$ cat src/rtl/simple008_pkg.sv
// Shared types for the Simple008 glue logic: bus-cycle FSM states, decoded
// regions and counter widths.
package simple008_pkg;

  localparam int WAIT_W = 4;
  localparam int TCNT_W = 8;

  typedef enum logic [2:0] {
    IDLE = 3'd0,
    PEND = 3'd1,
    WAIT = 3'd2,
    ACK  = 3'd3,
    VPA  = 3'd4,
    BERR = 3'd5
  } state_t;

  typedef enum logic [1:0] {
    RG_ROM = 2'd0,
    RG_RAM = 2'd1,
    RG_DUA = 2'd2,
    RG_EXP = 2'd3
  } region_t;

  typedef struct packed {
    state_t              state;
    region_t             region;
    logic [WAIT_W-1:0]   wcnt;
    logic [TCNT_W-1:0]   tcnt;
  } dbg_t;

endpackage

$ cat src/rtl/bus_cycle_ctrl.sv
// 68008 bus-cycle controller: per-region wait states ahead of DTACK_n and a
// watchdog that raises BERR_n on strobes nobody decodes.
module bus_cycle_ctrl
  import simple008_pkg::*;
#(
  parameter int ROM_WAIT     = 2,
  parameter int RAM_WAIT     = 0,
  parameter int DUA_WAIT     = 1,
  parameter int EXP_WAIT     = 3,
  parameter int BERR_TIMEOUT = 64
) (
  input  logic       CLK,
  input  logic       RST,
  input  logic       AS_n,
  input  logic       ROMSEL_n,
  input  logic       RAMSEL_n,
  input  logic       DUASEL_n,
  input  logic       EXPSEL_n,
  input  logic       DUAIACK_n,
  input  logic       VPA_n,
  output logic       DTACK_n,
  output logic       BERR_n,
  output logic       BUSY,
  output logic [7:0] BERR_CNT,
  output dbg_t       o_dbg
);

  // Handshake: the CPU opens a cycle by holding AS_n low; exactly one of
  // DTACK_n / BERR_n (or neither, for an autovector) goes low and stays low
  // until AS_n is sampled high, after which the FSM spends one edge in IDLE.
  if (ROM_WAIT >= BERR_TIMEOUT || RAM_WAIT >= BERR_TIMEOUT ||
      DUA_WAIT >= BERR_TIMEOUT || EXP_WAIT >= BERR_TIMEOUT ||
      BERR_TIMEOUT < 16 || BERR_TIMEOUT > 255) begin : g_bad_params
    $error("bus_cycle_ctrl: wait values must be below BERR_TIMEOUT (16..255)");
  end

  state_t              r_state, w_state_nx;
  region_t             r_region, w_region_nx;
  logic [WAIT_W-1:0]   r_wcnt, w_wcnt_nx;
  logic [TCNT_W-1:0]   r_tcnt, w_tcnt_nx;
  logic                r_dtack_n, w_dtack_n_nx;
  logic                r_berr_n, w_berr_n_nx;
  logic [7:0]          r_berr_cnt, w_berr_cnt_nx;

  logic                w_sel;
  region_t             w_region;
  logic [WAIT_W-1:0]   w_wait;

  always_comb begin
    w_sel    = 1'b1;
    w_region = RG_EXP;
    if (!ROMSEL_n)                     w_region = RG_ROM;
    else if (!RAMSEL_n)                w_region = RG_RAM;
    else if (!DUASEL_n || !DUAIACK_n)  w_region = RG_DUA;
    else if (!EXPSEL_n)                w_region = RG_EXP;
    else                               w_sel    = 1'b0;
    case (w_region)
      RG_ROM:  w_wait = WAIT_W'(ROM_WAIT);
      RG_RAM:  w_wait = WAIT_W'(RAM_WAIT);
      RG_DUA:  w_wait = WAIT_W'(DUA_WAIT);
      default: w_wait = WAIT_W'(EXP_WAIT);
    endcase
  end

  always_comb begin
    w_state_nx    = r_state;
    w_region_nx   = r_region;
    w_wcnt_nx     = r_wcnt;
    w_tcnt_nx     = r_tcnt;
    w_dtack_n_nx  = r_dtack_n;
    w_berr_n_nx   = r_berr_n;
    w_berr_cnt_nx = r_berr_cnt;
    case (r_state)
      IDLE, PEND: begin
        if (AS_n) begin
          w_state_nx = IDLE;
          w_tcnt_nx  = '0;
        end else if (w_sel) begin
          w_region_nx = w_region;
          if (w_wait == '0) begin
            w_state_nx   = ACK;
            w_dtack_n_nx = 1'b0;
          end else begin
            w_state_nx = WAIT;
            w_wcnt_nx  = w_wait;
          end
        end else if (!VPA_n) begin
          w_state_nx = VPA;
        end else if (r_state == IDLE) begin
          w_state_nx = PEND;
          w_tcnt_nx  = TCNT_W'(1);
        end else if (r_tcnt == TCNT_W'(BERR_TIMEOUT - 1)) begin
          w_state_nx  = BERR;
          w_berr_n_nx = 1'b0;
          if (r_berr_cnt != 8'hFF) w_berr_cnt_nx = r_berr_cnt + 8'd1;
        end else begin
          w_tcnt_nx = r_tcnt + TCNT_W'(1);
        end
      end
      WAIT: begin
        // Selects are deliberately not re-examined here: the region was latched.
        if (AS_n) begin
          w_state_nx = IDLE;
          w_wcnt_nx  = '0;
          w_tcnt_nx  = '0;
        end else if (r_wcnt == WAIT_W'(1)) begin
          w_state_nx   = ACK;
          w_wcnt_nx    = '0;
          w_dtack_n_nx = 1'b0;
        end else begin
          w_wcnt_nx = r_wcnt - WAIT_W'(1);
        end
      end
      ACK, VPA, BERR: begin
        if (AS_n) begin
          w_state_nx   = IDLE;
          w_tcnt_nx    = '0;
          w_dtack_n_nx = 1'b1;
          w_berr_n_nx  = 1'b1;
        end
      end
      default: begin
        w_state_nx   = IDLE;
        w_tcnt_nx    = '0;
        w_wcnt_nx    = '0;
        w_dtack_n_nx = 1'b1;
        w_berr_n_nx  = 1'b1;
      end
    endcase
  end

  always_ff @(posedge CLK) begin
    if (RST) begin
      r_state    <= IDLE;
      r_region   <= RG_ROM;
      r_wcnt     <= '0;
      r_tcnt     <= '0;
      r_dtack_n  <= 1'b1;
      r_berr_n   <= 1'b1;
      r_berr_cnt <= '0;
    end else begin
      r_state    <= w_state_nx;
      r_region   <= w_region_nx;
      r_wcnt     <= w_wcnt_nx;
      r_tcnt     <= w_tcnt_nx;
      r_dtack_n  <= w_dtack_n_nx;
      r_berr_n   <= w_berr_n_nx;
      r_berr_cnt <= w_berr_cnt_nx;
    end
  end

  assign DTACK_n  = r_dtack_n;
  assign BERR_n   = r_berr_n;
  assign BUSY     = (r_state != IDLE);
  assign BERR_CNT = r_berr_cnt;
  assign o_dbg    = '{state: r_state, region: r_region, wcnt: r_wcnt, tcnt: r_tcnt};

endmodule
$ cat config.mk
export PLATFORM = sky130hd
export DESIGN_NAME = bus_cycle_ctrl
export DESIGN_NICKNAME = d
export VERILOG_FILES = /design/src/rtl/simple008_pkg.sv /design/src/rtl/bus_cycle_ctrl.sv
export SDC_FILE = /design/constraint.sdc
export NUM_CORES = 1
export LEC_CHECK = 0
export CAP_MARGIN = 20
export CORE_MARGIN = 5
export CORE_UTILIZATION = 50
export DETAILED_ROUTE_END_ITERATION = 8
export GPL_TIMING_DRIVEN = 0
export HOLD_SLACK_MARGIN = 0.03
export PLACE_DENSITY = 0.8
export SLEW_MARGIN = 20
export SYNTH_ARGS = -nofsm -noshare
export SYNTH_HDL_FRONTEND = slang
export SYNTH_SLANG_ARGS = --single-unit
$ cat constraint.sdc
create_clock -name CLK -period 3.68 [get_ports CLK]
set_input_delay 0.736 -clock CLK [delete_from_list [all_inputs] [get_ports CLK]]
set_output_delay 0.736 -clock CLK [all_outputs]
set_load 0.01 [all_outputs]
---- After elaboration in Yosys (flattened, before gate mapping) ----
Cells that the tools add are included.
word-level totals
  register bits ........................... 27
operators by class
  $add $sub $neg .......................... 3
  equality and inequality tests ........... 27
  mux-type cells .......................... 44
  bitwise gates (word level) .............. 5
  reduce and logical (&&, ||, !) cells .... 17
operators by type and width
  kind                   count
  $mux W8                6
  $mux W3                8
  $ne A2 B2 Y1 const B   11
  $mux W4                5
  $mux W1                17
  $add A8 B1 Y8 const B  2
  $pmux W8 S2            1
  $reduce_and A7 Y1      2
  $pmux W4 S3            1
  $ne A3 B3 Y1 const B   3
  $pmux W3 S3            1
  $eq A8 B6 Y1 const B   1
  $ne A8 B8 Y1 const B   1
  $reduce_and A4 Y1      2
  $eq A3 B2 Y1 const B   2
  $eq A3 B3 Y1 const B   2
  $ne A6 B6 Y1 const B   1
  $pmux W1 S3            2
  $pmux W2 S3            1
  $reduce_and A3 Y1      2
  $reduce_and A6 Y1      1
  $not A1 Y1             5
  $eq A4 B1 Y1 const B   1
  $logic_not A4 Y1       1
  other kinds (15)       17

---- Logic depth before layout (Yosys ltp) ----
  depth after elaboration ................. 12
  depth in mapped cells ................... 10
  mapped depth without buffers ............ 7

---- Worst setup path before layout ----
OpenSTA, ideal clock, no wires.
  kind .................................... in2reg
  from .................................... input port EXPSEL_n
  to ...................................... register r_berr_cnt[4], in the netlist BERR_CNT[4]
  setup time .............................. 70 ps
  arrival time ............................ 2132 ps
  setup slack ............................. 1478 ps
  stages .................................. 6
  cells stage by stage .................... nand4_1 -> or2_4 -> or3_4 -> buf_6 -> or3_1 -> a21oi_1
between the ends
  cells in the longest elaborated chain, start to end .. 6
RTL lines
  item                                line                   RTL
  start, declared                     bus_cycle_ctrl.sv:18   input logic EXPSEL_n,
  $mux W1                             bus_cycle_ctrl.sv:55   else if (!EXPSEL_n) w_region = RG_EXP;
  $mux W1                             bus_cycle_ctrl.sv:54   else if (!DUASEL_n || !DUAIACK_n) w_region = RG_DUA;
  $mux W1                             bus_cycle_ctrl.sv:53   else if (!RAMSEL_n) w_region = RG_RAM;
  $mux W1                             bus_cycle_ctrl.sv:52   if (!ROMSEL_n) w_region = RG_ROM;
  $not A1 Y1 (no source line)         -
  $reduce_and A7 Y1 (no source line)  -
  end signal, assigned                bus_cycle_ctrl.sv:148  r_berr_cnt <= w_berr_cnt_nx;
  end, declared                       bus_cycle_ctrl.sv:43   logic [7:0] r_berr_cnt, w_berr_cnt_nx;
No other way between the ends.
A chain may end at the register's enable or synchronous reset.

---- Final worst setup path ----
  from .................................... input port VPA_n
  to ...................................... register r_berr_cnt[4], in the netlist BERR_CNT[4]
between the ends
  cells in the longest elaborated chain, start to end .. 1
RTL lines
  item                                line                  RTL
  start, declared                     bus_cycle_ctrl.sv:20  input logic VPA_n,
  $reduce_and A7 Y1 (no source line)  -
No other way between the ends.

==> flow_summary_export.csv <==
group,metric,value,unit
run_status,run_status,"finished clean",
synth,synth-edff-count,0,
finish,area_delta_synth_final,26.36,%
timing,fin_setup_tns,0,ns
clocking,clock_latency,0.32,ns
power,cellLeakagePower,0.7498,nW
clocking,cts-buffers-inserted,3,
synth,synthFlopType,"dfxtp_1",
synth,synth_cells,204,
clocking,post-cts-setup-buffers,0,
die,core.rowCount,20,
clocking,cts_tree,"yes",
setup_path,r2r_slack,1.23,ns
hold_path,hold_class,"reg2reg",
synth,yosys.cell_count.top_type,"dfxtp_1",
timing,timing.fmax,0.3841,GHz
place,gp_congestion,0.9107,
global_routing,grt_util_all_layers,18.46,%
global_routing,grt_max_degree,15,
synth,syn_area,1638,sq um
die,die_w,67.24,um
timing,report.final.slew_viol_count,0,
finish,layout-drive-gt1-share,9.877,%
detailed_routing,drt-initial-drc-count,115,
setup_path,critical_path_required,3.93,ns
die,die_h,67.24,um
synth,synth.top_cell.area_share,33.00,%
finish,diodes,0,
synth,synthDistinctLibCells,52,
clocking,cts_buffer_depth,2,
finish,multi_input_area,1005,sq um
clocking,cts.sinks,27,
clocking,ctsRootBufferMaster,"clkbuf_4",
setup_path,critPathArrivalTime,2.86,ns
timing,finalSetupViolCount,0,
synth,synth_nets,218,
setup_path,reg2regPathDepth,10,
setup_path,endpoint_kind,"register",
power,cellPowerDensity,270.4,nW/um^2
place,io_buffers,35,
synth,synth_seq_cells,27,
timing,period_needed,2.603,ns
power,peakVddDrop,0.0001361,V
clocking,htreeDepth,1,
finish,final_nets,258,
finish,finish.utilization,66.69,%
global_routing,grt_pass1_wl,6555,um
global_routing,gr-total-overflow,0,
synth,synth_area_leaders,"dfxtp_1 33%, a21oi_1 5.5%, nor2_1 5.0%",
synth,yosysWarnings,0,
detailed_routing,dr.pass1.iters,4,
die,die-area,4521,sq um
synth,synth_top_cell_by_area,"dfxtp_1",
detailed_routing,ant_nets,0,
setup_path,crit_type,"in2reg",
global_routing,antenna_found_initial,0,
timing,final_hold_viol_count,0,
timing,finalClockSkew,0.006545,ns
clocking,path_clk_slew,0.15,ns
setup_path,r2r-end,"BERR_CNT[4]",
hold_path,min-delay-start,"r_region[0]",
detailed_routing,routedWlPerCell,13.85,um
setup_path,critPathMaxFanout,10,
timing,grt_setup_unrepaired,"false",
synth,synth_commonest_cells,"27 x dfxtp_1, 22 x nor2_1, 18 x a21oi_1, 15 x nand2_1, 13 x o21ai_0",
flow_run,drv_cap,0,
detailed_routing,drc,0,
finish,num-fill-cells,294,
die,initial_core_util,52.78,%
clocking,cts_resized,0,
power,power,0.5595,mW
hold_path,min_path_cells,2,
synth,syn_avg_cell_area,8.029,sq um
timing,fin_crit_sh,70.74,%
hold_path,min_to,"r_region[0]",
setup_path,startpoint_type,"primary input",
clocking,cts_hold_buf,0,
die,ioPinCount,37,
detailed_routing,totalWireLength,3974,um
die,core,3103,sq um
detailed_routing,num_vias,1638,
synth,yosysSeqAreaShare,33.00,%
setup_path,rr_startpoint,"r_state[1]",
place,dp_hpwl,3008,um
timing,tightestPinTransition,0.7142,ns
synth,synthArstFlopShare,0,%
timing,relSlewSlack,51.88,%
detailed_routing,viasPerCell,5.707,
global_routing,grt_pass1_vias,1466,
finish,regArea,540.5,sq um
-- worst max-delay path, cell delays in order --
cell,delay (ns)
clkdlybuf4s50_1,0.52
nand4_1,0.23
or2_4,0.32
or3_4,0.40
buf_6,0.15
or3_1,0.34
a21oi_1,0.15
-- sequential cells by signal (all words and copies together) (netlist names) --
signal / count
r_state: 3
r_tcnt: 8
BERR_CNT: 8
BERR_n: 1
r_wcnt: 4
DTACK_n: 1
r_region: 2
-- per-stage QoR --
stage                     std cells  hold slack (ns)  instance area, sq um  setup WS, ns
after floorplan                 204           0.4761                  1638         1.478
after global placement          283           0.4463                  2043        0.8080
after detailed placement        283           0.4631                  2043        0.8108
after CTS                       287           0.4855                  2069         1.118
after global routing            287           0.5121                  2069         1.010
final                           287           0.4746                  2069         1.077
-- cell type report --
type / instances / area share [%]
timing repair buffer: 35 / 16.93
buffer: 9 / 3.023
tap: 44 / 2.660
inverter: 8 / 1.451
sequential: 27 / 26.12
clock buffer: 4 / 1.270
multi-input combinational: 160 / 48.55
-- layer usage --
metal  routed length, um  share of wire, %  global-route usage (%)
met2                1753                44                   28.22
met1                1988                50                   26.17
met3                 179               4.5                   2.329
met5                   0                 0                       0
met4                  52               1.3                   7.342
-- cells in the final DEF (no fill, tap or decap), types with 6 or more instances in the layout --
master	Yosys	layout
clkdlybuf4s50_1	0	35
dfxtp_1	27	27
nor2_1	22	22
a21oi_1	18	18
nand2_1	15	15
o21ai_0	13	13
inv_1	7	7
or3_1	7	7
nand3_1	6	6
-- where the power goes --
group | leakage [nW] | internal, mW | switching [mW]
sequential | 0.219 | 0.300 | 0.00539
combinational | 0.516 | 0.0555 | 0.0712
clock | 0.0150 | 0.0424 | 0.0851
total | 0.750 | 0.398 | 0.162
-- kinds of logic after synthesis --
logic type / synth area share (%)
simple gates: 31.09
compound gates: 21.24
flops: 33.00
buf+inv: 5.653
xor+xnor: 2.674
fa+ha+maj: 3.820
mux: 2.521
-- worst max-delay path by stage --
stage                from          end  slack (ns)  cells after the start
2_1_floorplan    EXPSEL_n  BERR_CNT[4]        1.48                      6
3_3_place_gp        VPA_n  BERR_CNT[6]        0.81                      7
3_5_place_dp        VPA_n  BERR_CNT[4]        0.81                      7
4_1_cts        r_state[0]         BUSY        1.12                      4
5_1_grt             VPA_n  BERR_CNT[4]        1.01                      7
6_report            VPA_n  BERR_CNT[4]        1.08                      7
No activity file was read; power rests on OpenSTA's default activity.
